<file path="src/rtl/reservoir_pkg.sv">
// Shared definitions for the reservoir readout path.
// Holds the default sizing of the spike-window readout, the readout FSM state
// type and a ceil-log2 helper used to size index and step counters.
package reservoir_pkg;

  localparam int unsigned NEURONS_DEFAULT   = 16;
  localparam int unsigned CNT_WIDTH_DEFAULT = 8;
  localparam int unsigned WINDOW_DEFAULT    = 64;

  typedef enum logic [1:0] {
    StIdle,
    StAccum,
    StDrain
  } readout_state_t;

  // Ceil(log2(value)), never less than 1 so it can always size a vector.
  function automatic int unsigned clog2(input int unsigned value);
    int unsigned result;
    result = 0;
    while ((64'd1 << result) < 64'(value)) begin
      result = result + 1;
    end
    if (result == 0) begin
      result = 1;
    end
    return result;
  endfunction

endpackage

</file>
<file path="src/rtl/sat_counter.sv">
// Saturating up-counter cell, one per reservoir neuron.
// Ports:
//   clock, reset     rising-edge clock, asynchronous active-low reset
//   clear            synchronous clear (wins over inc)
//   inc              add one, holding at all-ones instead of wrapping
//   count            current count
//   count_next       value the count takes at the next edge
module sat_counter #(
  parameter int unsigned WIDTH = 8
) (
  input  logic             clock,
  input  logic             reset,
  input  logic             clear,
  input  logic             inc,
  output logic [WIDTH-1:0] count,
  output logic [WIDTH-1:0] count_next
);

  always_comb begin
    count_next = count;
    if (clear) begin
      count_next = '0;
    end else if (inc && (count != '1)) begin
      count_next = count + 1'b1;
    end
  end

  always_ff @(posedge clock or negedge reset) begin
    if (!reset) begin
      count <= '0;
    end else begin
      count <= count_next;
    end
  end

endmodule

</file>
<file path="src/rtl/spike_window_readout.sv">
// Spike-window readout: counts spikes per neuron over WINDOW reservoir steps,
// then streams the counts out one neuron per beat on a valid/ready handshake.
// Ports:
//   clock, reset          rising-edge clock, asynchronous active-low reset
//   start                 pulse in IDLE: clear counters and open a window
//   step_valid            reservoir step complete, spike_record valid
//   spike_record          per-neuron spike flags, index 0 = neuron 0
//   busy                  window open or draining
//   out_valid/out_ready   beat handshake
//   out_index/out_count   neuron number and its count for the current beat
//   out_last              beat for the final neuron
//   window_done           one-cycle pulse after the final beat is accepted
//   overrun               sticky: step_valid seen outside accumulation
module spike_window_readout
  import reservoir_pkg::*;
#(
  parameter int unsigned NEURONS   = NEURONS_DEFAULT,
  parameter int unsigned CNT_WIDTH = CNT_WIDTH_DEFAULT,
  parameter int unsigned WINDOW    = WINDOW_DEFAULT,
  localparam int unsigned IDX_W    = clog2(NEURONS),
  localparam int unsigned STEP_W   = clog2(WINDOW + 1)
) (
  input  logic                 clock,
  input  logic                 reset,
  input  logic                 start,
  input  logic                 step_valid,
  input  logic [0:NEURONS-1]   spike_record,
  output logic                 busy,
  output logic                 out_valid,
  input  logic                 out_ready,
  output logic [IDX_W-1:0]     out_index,
  output logic [CNT_WIDTH-1:0] out_count,
  output logic                 out_last,
  output logic                 window_done,
  output logic                 overrun
);

  readout_state_t state_q, state_d;
  logic [STEP_W-1:0]    step_q, step_d;
  logic [IDX_W-1:0]     idx_q, idx_d;
  logic [CNT_WIDTH-1:0] cnt_q    [NEURONS];
  logic [CNT_WIDTH-1:0] cnt_next [NEURONS];
  logic [NEURONS-1:0]   cnt_inc;

  logic open_window, take_step, last_step, beat_accept, last_beat;

  logic                 busy_d, valid_d, last_d, done_d, overrun_d;
  logic [IDX_W-1:0]     index_d;
  logic [CNT_WIDTH-1:0] count_d;

  assign open_window = (state_q == StIdle) && start;
  assign take_step   = (state_q == StAccum) && step_valid;
  assign last_step   = take_step && (step_q == STEP_W'(WINDOW - 1));
  assign beat_accept = (state_q == StDrain) && out_valid && out_ready;
  assign last_beat   = beat_accept && (idx_q == IDX_W'(NEURONS - 1));

  for (genvar i = 0; i < NEURONS; i++) begin : g_cnt
    assign cnt_inc[i] = take_step && spike_record[i];

    sat_counter #(
      .WIDTH(CNT_WIDTH)
    ) u_cnt (
      .clock     (clock),
      .reset     (reset),
      .clear     (open_window),
      .inc       (cnt_inc[i]),
      .count     (cnt_q[i]),
      .count_next(cnt_next[i])
    );
  end

  always_comb begin
    step_d = step_q;
    if (open_window) begin
      step_d = '0;
    end else if (take_step) begin
      step_d = step_q + 1'b1;
    end
  end

  // The drain index parks at 0 outside DRAIN so the first beat is neuron 0.
  always_comb begin
    idx_d = idx_q;
    if (state_q != StDrain) begin
      idx_d = '0;
    end else if (beat_accept) begin
      idx_d = last_beat ? '0 : idx_q + 1'b1;
    end
  end

  // FSM: state register
  always_ff @(posedge clock or negedge reset) begin
    if (!reset) begin
      state_q <= StIdle;
      step_q  <= '0;
      idx_q   <= '0;
    end else begin
      state_q <= state_d;
      step_q  <= step_d;
      idx_q   <= idx_d;
    end
  end

  // FSM: next state
  always_comb begin
    state_d = state_q;
    unique case (state_q)
      StIdle:  if (start)     state_d = StAccum;
      StAccum: if (last_step) state_d = StDrain;
      StDrain: if (last_beat) state_d = StIdle;
      default: state_d = StIdle;
    endcase
  end

  // FSM: outputs, computed one cycle ahead so every output leaves a flop.
  // On entry to DRAIN the counters are still absorbing the final step, so the
  // first beat takes neuron 0's next-state value.
  always_comb begin
    busy_d    = (state_d != StIdle);
    valid_d   = (state_d == StDrain);
    index_d   = idx_d;
    last_d    = (state_d == StDrain) && (idx_d == IDX_W'(NEURONS - 1));
    done_d    = last_beat;
    count_d   = '0;
    if (state_d == StDrain) begin
      count_d = (state_q == StDrain) ? cnt_q[idx_d] : cnt_next[0];
    end
    overrun_d = overrun;
    if (open_window) begin
      overrun_d = 1'b0;
    end else if (step_valid && (state_q != StAccum)) begin
      overrun_d = 1'b1;
    end
  end

  always_ff @(posedge clock or negedge reset) begin
    if (!reset) begin
      busy        <= 1'b0;
      out_valid   <= 1'b0;
      out_index   <= '0;
      out_count   <= '0;
      out_last    <= 1'b0;
      window_done <= 1'b0;
      overrun     <= 1'b0;
    end else begin
      busy        <= busy_d;
      out_valid   <= valid_d;
      out_index   <= index_d;
      out_count   <= count_d;
      out_last    <= last_d;
      window_done <= done_d;
      overrun     <= overrun_d;
    end
  end

endmodule
</file>
<file path="config.mk">
export PLATFORM = sky130hd
export DESIGN_NAME = spike_window_readout
export DESIGN_NICKNAME = d
export VERILOG_FILES = /design/src/rtl/reservoir_pkg.sv /design/src/rtl/sat_counter.sv /design/src/rtl/spike_window_readout.sv
export SDC_FILE = /design/constraint.sdc
export NUM_CORES = 1
export LEC_CHECK = 0
export ABC_AREA = 1
export ABC_CLOCK_PERIOD_IN_PS = 2800
export BUFFER_PORTS_ARGS = -buffer_cell sky130_fd_sc_hd__buf_4
export CAP_MARGIN = 40
export CELL_PAD_IN_SITES_DETAIL_PLACEMENT = 0
export CELL_PAD_IN_SITES_GLOBAL_PLACEMENT = 1
export CORE_ASPECT_RATIO = 0.9
export CORE_MARGIN = 1.5
export CORE_UTILIZATION = 35
export DETAILED_ROUTE_END_ITERATION = 6
export PLACE_DENSITY_LB_ADDON = 0.1
export SLEW_MARGIN = 5
export SYNTH_ARGS = -nofsm -noshare
export SYNTH_HDL_FRONTEND = slang
export SYNTH_SLANG_ARGS = --single-unit
</file>
<file path="constraint.sdc">
create_clock -name clock -period 2.8 [get_ports clock]
set_input_delay 0.28 -clock clock [delete_from_list [all_inputs] [get_ports clock]]
set_output_delay 0.28 -clock clock [all_outputs]
set_load 0.005 [all_outputs]
</file>
==> key figures, run 1 <==
Status
  – Status: completed

GRT
  – GRT Util Overall: 21.1%
  – Number of global-route vias before repair: 7860
  – First-pass GRT wire length: approximately 44000 µm
  – Initial antenna violation count: 0
  – Largest net degree at the start of global routing: 69
  – Remaining global-route overflow: 0

Floorplanning
  – Io pins: 38
  – Die height: approximately 160 µm
  – Starting Density: a little over a third
  – Die span in x: 173 µm
  – Die footprint: 27100 µm²
  – Core Rows: 55
  – Core box area: 25400 µm²

Logic synthesis
  – Top-area cell type share of the netlist area: a little over two fifths
  – Most numerous cell in the Yosys netlist: nand2_1
  – Main flop type after synthesis: dfrtp_1
  – Number of synthesized register bits: 154
  – Post-synth EDFFs: 0
  – Mean post-synth cell area: approximately 7.5 µm²
  – Mapped Nets: about 1200
  – Synthesis Warnings: 0
  – Syn Std Cell Area: approximately 9100 µm²
  – Commonest cells post-synth: 256 x nand2_1, 185 x nand3_1, 154 x dfrtp_1
  – Cells after synthesis: roughly 1200
  – Synth cell types: 44
  – Sequential-to-total area share from yosys stat: between 40% and 50%
  – Async set-or-reset flop fraction in the synthesized netlist: 100%
  – Top cells by area, synth: dfrtp_1 42%, nand2_1 11%, nand3_1 10%
  – Dominant cell type by area after synthesis: dfrtp_1

Hold path
  – Worst Hold Path EP: overrun$_DFFE_PN0P_
  – Min-Delay Path Class: primary input to flip-flop
  – HP Start: step_valid
  – Hold Crit Depth: 3

Routing
  – Wirelength, routed: 27000 µm
  – Drt drc: 0
  – DRC marker count from the first detailed-route iteration: 631
  – Detail Route met2 WL: 10900 µm
  – Vias: 8138
  – Highest routed metal layer: met4
  – Vias per cell: 5.11
  – Routed Antenna Nets: 0
  – DRT Pass-1 Iters: 5
  – Average routed wire per standard cell: 16.9 µm
  – Wire length on met3: roughly 1200 µm
  – Met1 WL: 14600 µm

Worst setup path
  – Critical path's slowest cell: buf_4
  – Worst reg-to-reg setup slack: roughly 0.52 ns
  – Delay-heaviest family, CP: simple AND/OR/NAND/NOR gates
  – CP max stage delay: 0.44 ns
  – Cell Chain, Critical Path: ha_1, nand3_1, nand2_1, nand2_2, nand2_2, buf_4, inv_1, nand2_1, nand3_1, nand2_1, nand2_1, nand3_1, nor2_1, nor2_1
  – R2r endpoint: out_count[6]$_DFF_PN0_
  – Worst reg-to-reg path cell count: 14
  – Critical path type: flip-flop to flip-flop
  – Worst setup EP type: flip-flop
  – Worst Path Required: roughly 3.2 ns
  – Worst reg2reg startpoint: out_index[0]$_DFF_PN0_
  – Crit path DAT: 2.65 ns
  – CP bufs+invs: 2
  – Worst Path Max Fanout: 51
  – Critical Path Source Type: flip-flop
  – Crit path top cell by count: nand2_1

Finish
  – Util after Layout: 40.9%
  – Nets: 1278
  – Antenna diodes: 0
  – Layout area overhead: 13.7%
  – Fillers: about 2600
  – Layout cell share with drive strength beyond 1: 11.7%

Placement
  – DPL Wire Length: between 15000 and 20000 µm
  – Final GP Congestion: 0.780
  – PortBufs: 37
  – Pre-CTS setup slack: 0.530 ns

Clocking
  – CTS tree: yes
  – Clock Sinks: 154
  – Clock Latency Late Sink: 0.44 ns
  – CTS Buffer Depth: 2
  – Post-CTS setup buffers: 0
  – Clk root buf: clkbuf_16
  – H-tree depth: 4
  – CTS Buf Count: 17
  – CTS clock-pin slew for the worst setup and hold paths: about 0.07 ns

STA
  – Final count of negative-setup-slack endpoints: 0
  – Fmax: ~440 MHz
  – RSZ-0062 raised after global routing: false
  – Setup ws final: 0.522 ns
  – Setup TNS: 0 ns
  – Clk_skew: 0.0102 ns
  – Count of final hold-check violations: 0
  – Max-slew violations: 0
  – Tmin final: 2.28 ns
  – Worst-margin pin slew: 0.689 ns
  – Relative slew slack: 54.1%
  – Period utilization: 81.4%

Pwr
  – Leak pwr: 4.84 nW
  – Maximum VDD drop: 0.000406 V
  – Pwr/cell area: around 760 nW/µm²

Job
  – Max-cap viol count: 0
worst max path at each step:
stage                                 startpoint                     end  depth (start not counted)
after CTS                 out_index[0]$_DFF_PN0_  out_count[6]$_DFF_PN0_                         14
final                     out_index[0]$_DFF_PN0_  out_count[6]$_DFF_PN0_                         14
after detailed placement  out_index[0]$_DFF_PN0_  out_count[6]$_DFF_PN0_                         14
after global placement    out_index[0]$_DFF_PN0_  out_count[6]$_DFF_PN0_                         14
after floorplan           out_index[0]$_DFF_PN0_  out_count[6]$_DFF_PN0_                         13
after global routing      out_index[0]$_DFF_PN0_  out_count[6]$_DFF_PN0_                         14
kinds of logic (layout without fill, tap and decap cells):
group | Yosys count | after routing | synth area share, %
DFF | 154 | 154 | 42.2
xor gates and xnor gates | 10 | 10 | 0.959
AOI/OAI and AO/OA | 219 | 219 | 13.4
adders and majority gates | 18 | 18 | 2.47
buffers and inverters | 204 | 246 | 9.07
and+or+nand+nor | 605 | 605 | 31.8
state kept, by name, summed over array words and instances (netlist names):
name	cells
busy	1
g_cnt.u_cnt.count	128
out_count	8
out_index	4
out_last	1
out_valid	1
overrun	1
state_q	2
step_q	7
window_done	1
layer usage:
metal	GRT usage, %	up-vias
met5	0	-
met4	4.89	0
met3	4.15	19
met2	29.8	160
met1	32.7	3839
li1	-	4120
timing repair:
action,in CTS,in global routing
setup endpoints to repair,0,0
hold buffers,1,0
resized for setup,0,0
hold endpoints to repair,63,0
worst min-delay path, cell delays in order:
cell and delay (ns):
buf_4 0.10, a21oi_1 0.06, nor2_1 0.08
where the power goes:
group,leakage [nW],switching [W],internal [W]
registers,2.03,0.000643,0.00278
clock network,0.257,0.00104,0.00121
logic,2.54,0.00136,0.000808
total,4.84,0.00305,0.00479
area by class of cell:
type / count / area (µm²) / share of cell area (%)
multi-input cells: 852 / 4460 / 43.0
flip-flops and latches: 154 / 3850 / 37.1
inverters: 157 / 594 / 5.72
repair buffers: 57 / 484 / 4.66
clock buffers: 20 / 467 / 4.50
well taps: 342 / 428 / 4.12
clock inverters: 12 / 93.8 / 0.904
cell usage in the layout (no fill, tap or decap), drive strengths merged:
cell type    Yosys  final
a211oi          26     26
a21o             1      1
a21oi           90     90
a221oi           6      6
a31oi            4      4
and3             4      4
buf             21     56
clkbuf          26     20
clkinv           3      7
clkinvlp         0      6
dfrtp          154    154
dlygate4sd3      0      1
ha              18     18
inv            154    156
nand2          259    259
nand3          199    199
nand3b           2      2
nand4           19     19
nor2            82     82
nor3            35     35
nor4             2      2
o211ai           3      3
o21a             2      2
o21ai           83     83
o31ai            4      4
or2              3      3
xnor2            2      2
xor2             8      8
metrics by stage:
stage                     hold WS, ns  power, W  area, µm²  std cells
final                           0.129   0.00784      10400       1594
after global routing            0.117   0.00846      10400       1594
after CTS                       0.114   0.00791      10400       1594
after detailed placement        0.349   0.00563       9810       1561
after global placement          0.357   0.00563       9810       1561
after floorplan               -0.0156   0.00485       9130       1210
Power figures use the tool's default switching activity.
==> run 2: changes to the inputs <==
--- a/config.mk
+++ b/config.mk
@@ -6,7 +6,7 @@
 export NUM_CORES = 1
 export LEC_CHECK = 0
 export ABC_AREA = 1
-export ABC_CLOCK_PERIOD_IN_PS = 2800
+export ABC_CLOCK_PERIOD_IN_PS = 1900
 export BUFFER_PORTS_ARGS = -buffer_cell sky130_fd_sc_hd__buf_4
 export CAP_MARGIN = 40
 export CELL_PAD_IN_SITES_DETAIL_PLACEMENT = 0
==> constraint.sdc (replaced) <==
create_clock -name clock -period 1.9 [get_ports clock]
set_input_delay 0.19 -clock clock [delete_from_list [all_inputs] [get_ports clock]]
set_output_delay 0.19 -clock clock [all_outputs]
set_load 0.005 [all_outputs]
==> run 2 against run 1 <==
Sequential share of layout area fell by 4.0 points. Critical path type unchanged. Non-clock buffer count rose by 73. Count of clock-buffer cells in the layout did not move. Maximum frequency rose by 24%. Flip-flop and latch count did not move. First-iteration DRC count fell by 11%.
==> key figures, run 2 (same netlist as run 1, synthesis figures left out) <==
Clocking
  – CTS clock-pin slew for the worst setup and hold paths: 0.06 ns (about the same)
  – CTS tree: yes
  – CTS Buf Count: 17 (unchanged)
  – Clock Sinks: 154 (unchanged)
  – Clk root buf: clkbuf_16
  – CTS Buffer Depth: 2 (unchanged)
  – Clock Latency Late Sink: 0.43 ns (about the same)
  – H-tree depth: 4 (unchanged)

STA
  – Clk_skew: 0.0105 ns (+0.000303 ns)
  – Period utilization: 96.8% (+15 points)
  – Setup TNS: 0 ns (unchanged)
  – Setup ws final: 0.0607 ns (-0.461 ns)
  – Worst-margin pin slew: 0.488 ns (-0.201 ns)
  – Relative slew slack: 67.5% (+13 points)
  – RSZ-0062 raised after global routing: true
  – Count of final hold-check violations: 0 (unchanged)
  – Fmax: 544 MHz (+24%)
  – Final count of negative-setup-slack endpoints: 0 (unchanged)
  – Max-slew violations: 0 (unchanged)
  – Tmin final: 1.84 ns (-0.439 ns)

Floorplanning
  – Core box area: 25400 µm² (unchanged)
  – Die footprint: 27100 µm² (unchanged)
  – Starting Density: 35.9% (unchanged)
  – Die span in x: 173 µm (unchanged)
  – Io pins: 38 (unchanged)
  – Core Rows: 55 (unchanged)
  – Die height: 156 µm (unchanged)

Pwr
  – Pwr/cell area: 1050 nW/µm² (+39%)
  – Leak pwr: 5.47 nW (+13%)
  – Maximum VDD drop: 0.000565 V (+39%)

Routing
  – Vias per cell: 5.04 (-1.4%)
  – Drt drc: 0 (unchanged)
  – DRC marker count from the first detailed-route iteration: 563 (-11%)
  – Routed Antenna Nets: 0 (unchanged)
  – Wirelength, routed: 27700 µm (+2.5%)
  – Average routed wire per standard cell: 16.6 µm (-2.0%)
  – DRT Pass-1 Iters: 7 (+2)
  – Vias: 8399 (+3.2%)

Worst setup path
  – R2r endpoint: out_count[7]$_DFF_PN0_
  – Worst Path Required: 2.22 ns (-0.95 ns)
  – Critical path's slowest cell: dfrtp_1
  – Crit path top cell by count: nand2_1
  – CP bufs+invs: 2 (unchanged)
  – Delay-heaviest family, CP: simple AND/OR/NAND/NOR gates
  – Critical path type: flip-flop to flip-flop
  – Critical Path Source Type: flip-flop
  – Cell Chain, Critical Path: ha_4, nand3_2, nand2_2, nand2_4, nand2_8, bufbuf_16, nand2_1, nand3_1, nand2_1, nand2_1, nand2_1, inv_1, nand2_1, a21oi_1
  – Worst reg2reg startpoint: out_index[0]$_DFF_PN0_
  – Worst reg-to-reg setup slack: 0.06 ns (-0.46 ns)
  – Worst setup EP type: flip-flop
  – Worst reg-to-reg path cell count: 14 (unchanged)
  – CP max stage delay: 0.41 ns (-0.03 ns)
  – Worst Path Max Fanout: 11 (-78%)
  – Crit path DAT: 2.16 ns (-0.49 ns)

Finish
  – Top Registers: g_cnt.u_cnt.count (128), out_count (8), step_q (7)
  – Antenna diodes: 0 (unchanged)
  – Fillers: 2534 (-3.0%)
  – Most common cell after layout, fill and taps aside: nand2_1
  – Layout area overhead: 27.3%
  – Nets: 1352 (+5.8%)
  – Largest reg by FF count: g_cnt.u_cnt.count
  – Layout cell share with drive strength beyond 1: 22.2% (+11 points)
  – Commonest non-fill, non-tap cells in the layout: 225 x nand2_1, 161 x nand3_1, 154 x dfrtp_1
  – Fin area: 11600 µm² (+12%)
  – Max reg flops: 128 (unchanged)

Placement
  – DPL Wire Length: 19800 µm (+4.0%)
  – PortBufs: 37 (unchanged)
  – Final GP Congestion: 0.811 (+4.0%)
  – Pre-CTS setup slack: -0.106 ns (-0.637 ns)
  – Area post-placement: 10300 µm² (+5.2%)

GRT
  – Remaining global-route overflow: 0 (unchanged)
  – Initial antenna violation count: 0 (unchanged)
  – Number of global-route vias before repair: 7987 (+1.6%)
  – GRT Util Overall: 21.1% (about the same)
  – First-pass GRT wire length: 44700 µm (+0.58%)
  – Largest net degree at the start of global routing: 46 (-33%)

Hold path
  – HP Start: step_valid
  – Worst Hold Path EP: overrun$_DFFE_PN0P_
  – Min-Delay Path Class: primary input to flip-flop
  – Hold Crit Depth: 3 (unchanged)

Status
  – Status: completed

Job
  – Max-cap viol count: 0 (unchanged)
==> run 2: cell types whose count changed in the layout (fill, tap and decap cells not counted), sizes merged <==
cell / before / now
buf: 56 / 122
clkbuf: 20 / 25
clkinvlp: 6 / 3
bufbuf: 0 / 2
bufinv: 0 / 2
clkinv: 7 / 9
==> run 2: per-layer routing <==
| metal | wire length (µm) | global-route usage, % | vias to the layer above |
|---|---|---|---|
| li1 | - | - | 4274 |
| met4 | 248 | 4.51 | 0 |
| met1 | 14500 | 31.8 | 3975 |
| met5 | 0 | 0 | - |
| met2 | 11900 | 31.2 | 133 |
| met3 | 966 | 3.89 | 17 |
==> run 2: timing repair <==
action,4_1_cts,5_1_grt
hold endpoints to repair,41,0
endpoints found under the setup margin,8,26
pin swaps,3,38
cloned,3,5
hold buffers,1,0
buffers inserted,2,10
gates resized for setup,12,101
==> run 2: layout make-up <==
class	instances	area, µm²	share of cell area (%)
clock buffer	20	457	3.93
multi-input combinational	852	4810	41.4
inverter	157	609	5.24
timing repair buffer	130	1330	11.4
sequential	154	3850	33.2
clock inverter	12	123	1.06
tap	342	428	3.68
timing repair inverter	1	7.51	0.0646
==> run 2: per-stage QoR <==
step	hold slack (ns)	cells	utilization, %	power, W
2_1_floorplan	-0.106	1210	-	0.00715
3_5_place_dp	0.173	1615	40.6	0.00867
5_1_grt	0.0169	1668	45.8	0.0132
3_3_place_gp	0.172	1615	40.6	0.00863
6_report	0.0290	1668	45.8	0.0122
4_1_cts	0.0120	1653	43.5	0.0122
==> run 2: power breakdown <==
part | switching [W] | total, W | internal [W] | leakage [nW]
logic | 0.00222 | 0.00377 | 0.00155 | 3.15
clock network | 0.00143 | 0.00343 | 0.00200 | 0.286
registers | 0.000946 | 0.00504 | 0.00409 | 2.03
==> run 2: how the worst max path moves through the flow <==
stage	from	end	slack [ns]	cells after the start
5_1_grt	out_index[0]$_DFF_PN0_	out_count[6]$_DFF_PN0_	-0.06	14
6_report	out_index[0]$_DFF_PN0_	out_count[7]$_DFF_PN0_	0.06	14
3_3_place_gp	out_index[0]$_DFF_PN0_	out_count[4]$_DFF_PN0_	-0.07	12
2_1_floorplan	out_index[0]$_DFF_PN0_	out_count[6]$_DFF_PN0_	0.09	13
3_5_place_dp	out_index[0]$_DFF_PN0_	out_count[4]$_DFF_PN0_	-0.11	12
4_1_cts	out_index[0]$_DFF_PN0_	out_count[0]$_DFF_PN0_	-0.006	13
==> run 2: worst min-delay path, stage by stage <==
cell and delay [ns]:
buf_4 0.10, a21oi_1 0.06, nor2_1 0.07
==> run 3: changes to the inputs <==
--- a/config.mk
+++ b/config.mk
@@ -6,13 +6,12 @@
 export NUM_CORES = 1
 export LEC_CHECK = 0
 export ABC_AREA = 1
-export ABC_CLOCK_PERIOD_IN_PS = 1900
+export ABC_CLOCK_PERIOD_IN_PS = 2300
 export BUFFER_PORTS_ARGS = -buffer_cell sky130_fd_sc_hd__buf_4
 export CAP_MARGIN = 40
 export CELL_PAD_IN_SITES_DETAIL_PLACEMENT = 0
 export CELL_PAD_IN_SITES_GLOBAL_PLACEMENT = 1
 export CORE_ASPECT_RATIO = 0.9
-export CORE_MARGIN = 1.5
 export CORE_UTILIZATION = 35
 export DETAILED_ROUTE_END_ITERATION = 6
 export PLACE_DENSITY_LB_ADDON = 0.1
==> constraint.sdc (replaced) <==
create_clock -name clock -period 2.3 [get_ports clock]
set_input_delay 0.23 -clock clock [delete_from_list [all_inputs] [get_ports clock]]
set_output_delay 0.23 -clock clock [all_outputs]
set_load 0.005 [all_outputs]
==> run 3 against run 2 <==
Combinational power shrank 29%. Critical path depth did not move. Final area decreased by 9.7%. Die area shrank 1.2%. Sequential share of layout area is 3.6 points higher. Utilization shrank 4.5 points. Maximum frequency fell by 11%. Clock power down 18%. Critical path type unchanged. Largest cell class unchanged.
==> key figures, run 3 (same netlist as run 1, synthesis figures left out) <==
Finish
  – Layout area overhead: 14.9%
  – Final Instance Count excl. Fillers: 1599 (-4.1%)
  – Max reg flops: 128 (unchanged)
  – Top Registers: g_cnt.u_cnt.count (128), out_count (8), step_q (7)
  – Most common cell after layout, fill and taps aside: nand2_1
  – Commonest non-fill, non-tap cells in the layout: 255 x nand2_1, 184 x nand3_1, 154 x dfrtp_1
  – Largest reg by FF count: g_cnt.u_cnt.count
  – Nets: 1284 (-5.0%)
  – Fin area: 10500 µm² (-9.7%)
  – Antenna diodes: 0 (unchanged)
  – Layout cell share with drive strength beyond 1: 11.9% (-10 points)
  – Fillers: 2571 (+1.5%)
  – Util after Layout: 41.3% (-4.5 points)

Clocking
  – Clk root buf: clkbuf_16
  – CTS Buffer Depth: 2 (unchanged)
  – CTS Buf Count: 17 (unchanged)
  – Clock Latency Late Sink: 0.43 ns (about the same)
  – Clock Sinks: 154 (unchanged)
  – H-tree depth: 4 (unchanged)
  – CTS tree: yes
  – CTS clock-pin slew for the worst setup and hold paths: 0.06 ns (about the same)

Hold path
  – Min-Delay Path Class: primary input to flip-flop

Floorplanning
  – Core box area: 25400 µm² (unchanged)
  – Io pins: 38 (unchanged)
  – Starting Density: 35.9% (unchanged)
  – Die height: 155 µm (-0.64%)
  – Core Rows: 55 (unchanged)
  – Die span in x: 172 µm (-0.58%)
  – Die footprint: 26700 µm² (-1.2%)

Routing
  – Vias: 8047 (-4.2%)
  – Drt drc: 0 (unchanged)
  – Vias per cell: 5.03 (about the same)
  – DRC marker count from the first detailed-route iteration: 706 (+25%)
  – DRT Pass-1 Iters: 7 (unchanged)
  – Routed Antenna Nets: 0 (unchanged)
  – Average routed wire per standard cell: 16.3 µm (-1.6%)
  – Wirelength, routed: 26100 µm (-5.7%)

GRT
  – Number of global-route vias before repair: 7709 (-3.5%)
  – Largest net degree at the start of global routing: 93 (+100%)
  – Remaining global-route overflow: 0 (unchanged)
  – First-pass GRT wire length: 43100 µm (-3.5%)
  – GRT Util Overall: 21.1% (about the same)
  – Initial antenna violation count: 0 (unchanged)

STA
  – Worst-margin pin slew: 0.563 ns (+0.0750 ns)
  – Count of final hold-check violations: 0 (unchanged)
  – Fmax: 482 MHz (-11%)
  – Period utilization: 90.3% (-6.6 points)
  – RSZ-0062 raised after global routing: false
  – Setup TNS: 0 ns (unchanged)
  – Clk_skew: 0.0129 ns (+0.00245 ns)
  – Tmin final: 2.08 ns (+0.237 ns)
  – Max-slew violations: 0 (unchanged)
  – Final count of negative-setup-slack endpoints: 0 (unchanged)
  – Relative slew slack: 62.5% (-5.0 points)

Pwr
  – Maximum VDD drop: 0.000502 V (-11%)
  – Pwr/cell area: 920 nW/µm² (-13%)
  – Leak pwr: 4.89 nW (-11%)

Placement
  – PortBufs: 37 (unchanged)
  – DPL Wire Length: 18700 µm (-5.3%)
  – Final GP Congestion: 0.809 (-0.22%)
  – Dpl cells: 1567 (-3.0%)
  – Area post-placement: 9910 µm² (-4.0%)

Worst setup path
  – Worst Path Max Fanout: 67 (+56)
  – Critical path type: flip-flop to flip-flop
  – Critical Path Source Type: flip-flop
  – Crit path DAT: 2.40 ns (+0.24 ns)
  – Worst Path Required: 2.62 ns (+0.40 ns)
  – Worst setup EP type: flip-flop

Job
  – Max-cap viol count: 0 (unchanged)

Status
  – Status: completed
[run 3: final cells by class]
cell class | count | area (µm²) | share of cell area, %
inverters | 157 | 594 | 5.67
multi-input cells | 852 | 4460 | 42.5
clock buffers | 20 | 447 | 4.26
repair buffers | 63 | 579 | 5.52
flip-flops and latches | 154 | 3850 | 36.7
clock inverters | 11 | 124 | 1.18
well taps | 342 | 428 | 4.08
[run 3: power by group]
group	internal, W	total (W)	switching (W)
clock network	0.00162	0.00281	0.00119
registers	0.00338	0.00417	0.000784
logic	0.000999	0.00268	0.00168
total	0.00600	0.00965	0.00366
[run 3: layer usage]
layer  wire [µm]  track usage (%)
met1       14100             33.1
met2       10800             30.2
met3         905             3.13
met4         197             4.34
met5           0                0
[run 3: final timing paths]
path,from,end,slack [ns],cells after the start
hold reg to reg,overrun$_DFFE_PN0P_,overrun$_DFFE_PN0P_,0.50,2
setup reg to reg,out_index[0]$_DFF_PN0_,out_count[6]$_DFF_PN0_,0.22,14
setup / recovery,out_index[0]$_DFF_PN0_,out_count[6]$_DFF_PN0_,0.22,14
max in group asynchronous,reset,g_cnt[15].u_cnt.count[2]$_DFFE_PN0P_,1.27,3
hold / removal,step_valid,overrun$_DFFE_PN0P_,0.07,3
min in group asynchronous,reset,step_q[5]$_DFFE_PN0P_,0.34,2
[run 3: repair_timing]
| item | CTS | global route |
|---|---|---|
| gates resized for setup | 0 | 0 |
| setup endpoints to repair | 0 | 0 |
| hold buffers | 1 | 0 |
| hold endpoints to repair | 51 | 0 |
| setup buffers | 0 | 0 |
[run 3: worst max-delay path, cell delays in order, from the launching register on]
cell and delay [ns]:
dfrtp_1 0.39, ha_1 0.23, nand3_1 0.11, nand2_1 0.08, nand2_2 0.12, nand2_2 0.08
buf_12 0.20, inv_1 0.19, nand2_1 0.09, nand3_1 0.07, nand2_1 0.07, nand2_1 0.06
nand3_1 0.08, nor2_1 0.14, nor2_1 0.05
[run 3: stage by stage]
stage | setup WS [ns] | power (W) | hold slack (ns)
floorplan | 0.485 | 0.00591 | -0.0656
global placement | 0.250 | 0.00690 | 0.256
detailed placement | 0.235 | 0.00690 | 0.249
CTS | 0.222 | 0.00974 | 0.0577
global route | 0.0590 | 0.0104 | 0.0866
finish | 0.224 | 0.00965 | 0.0706
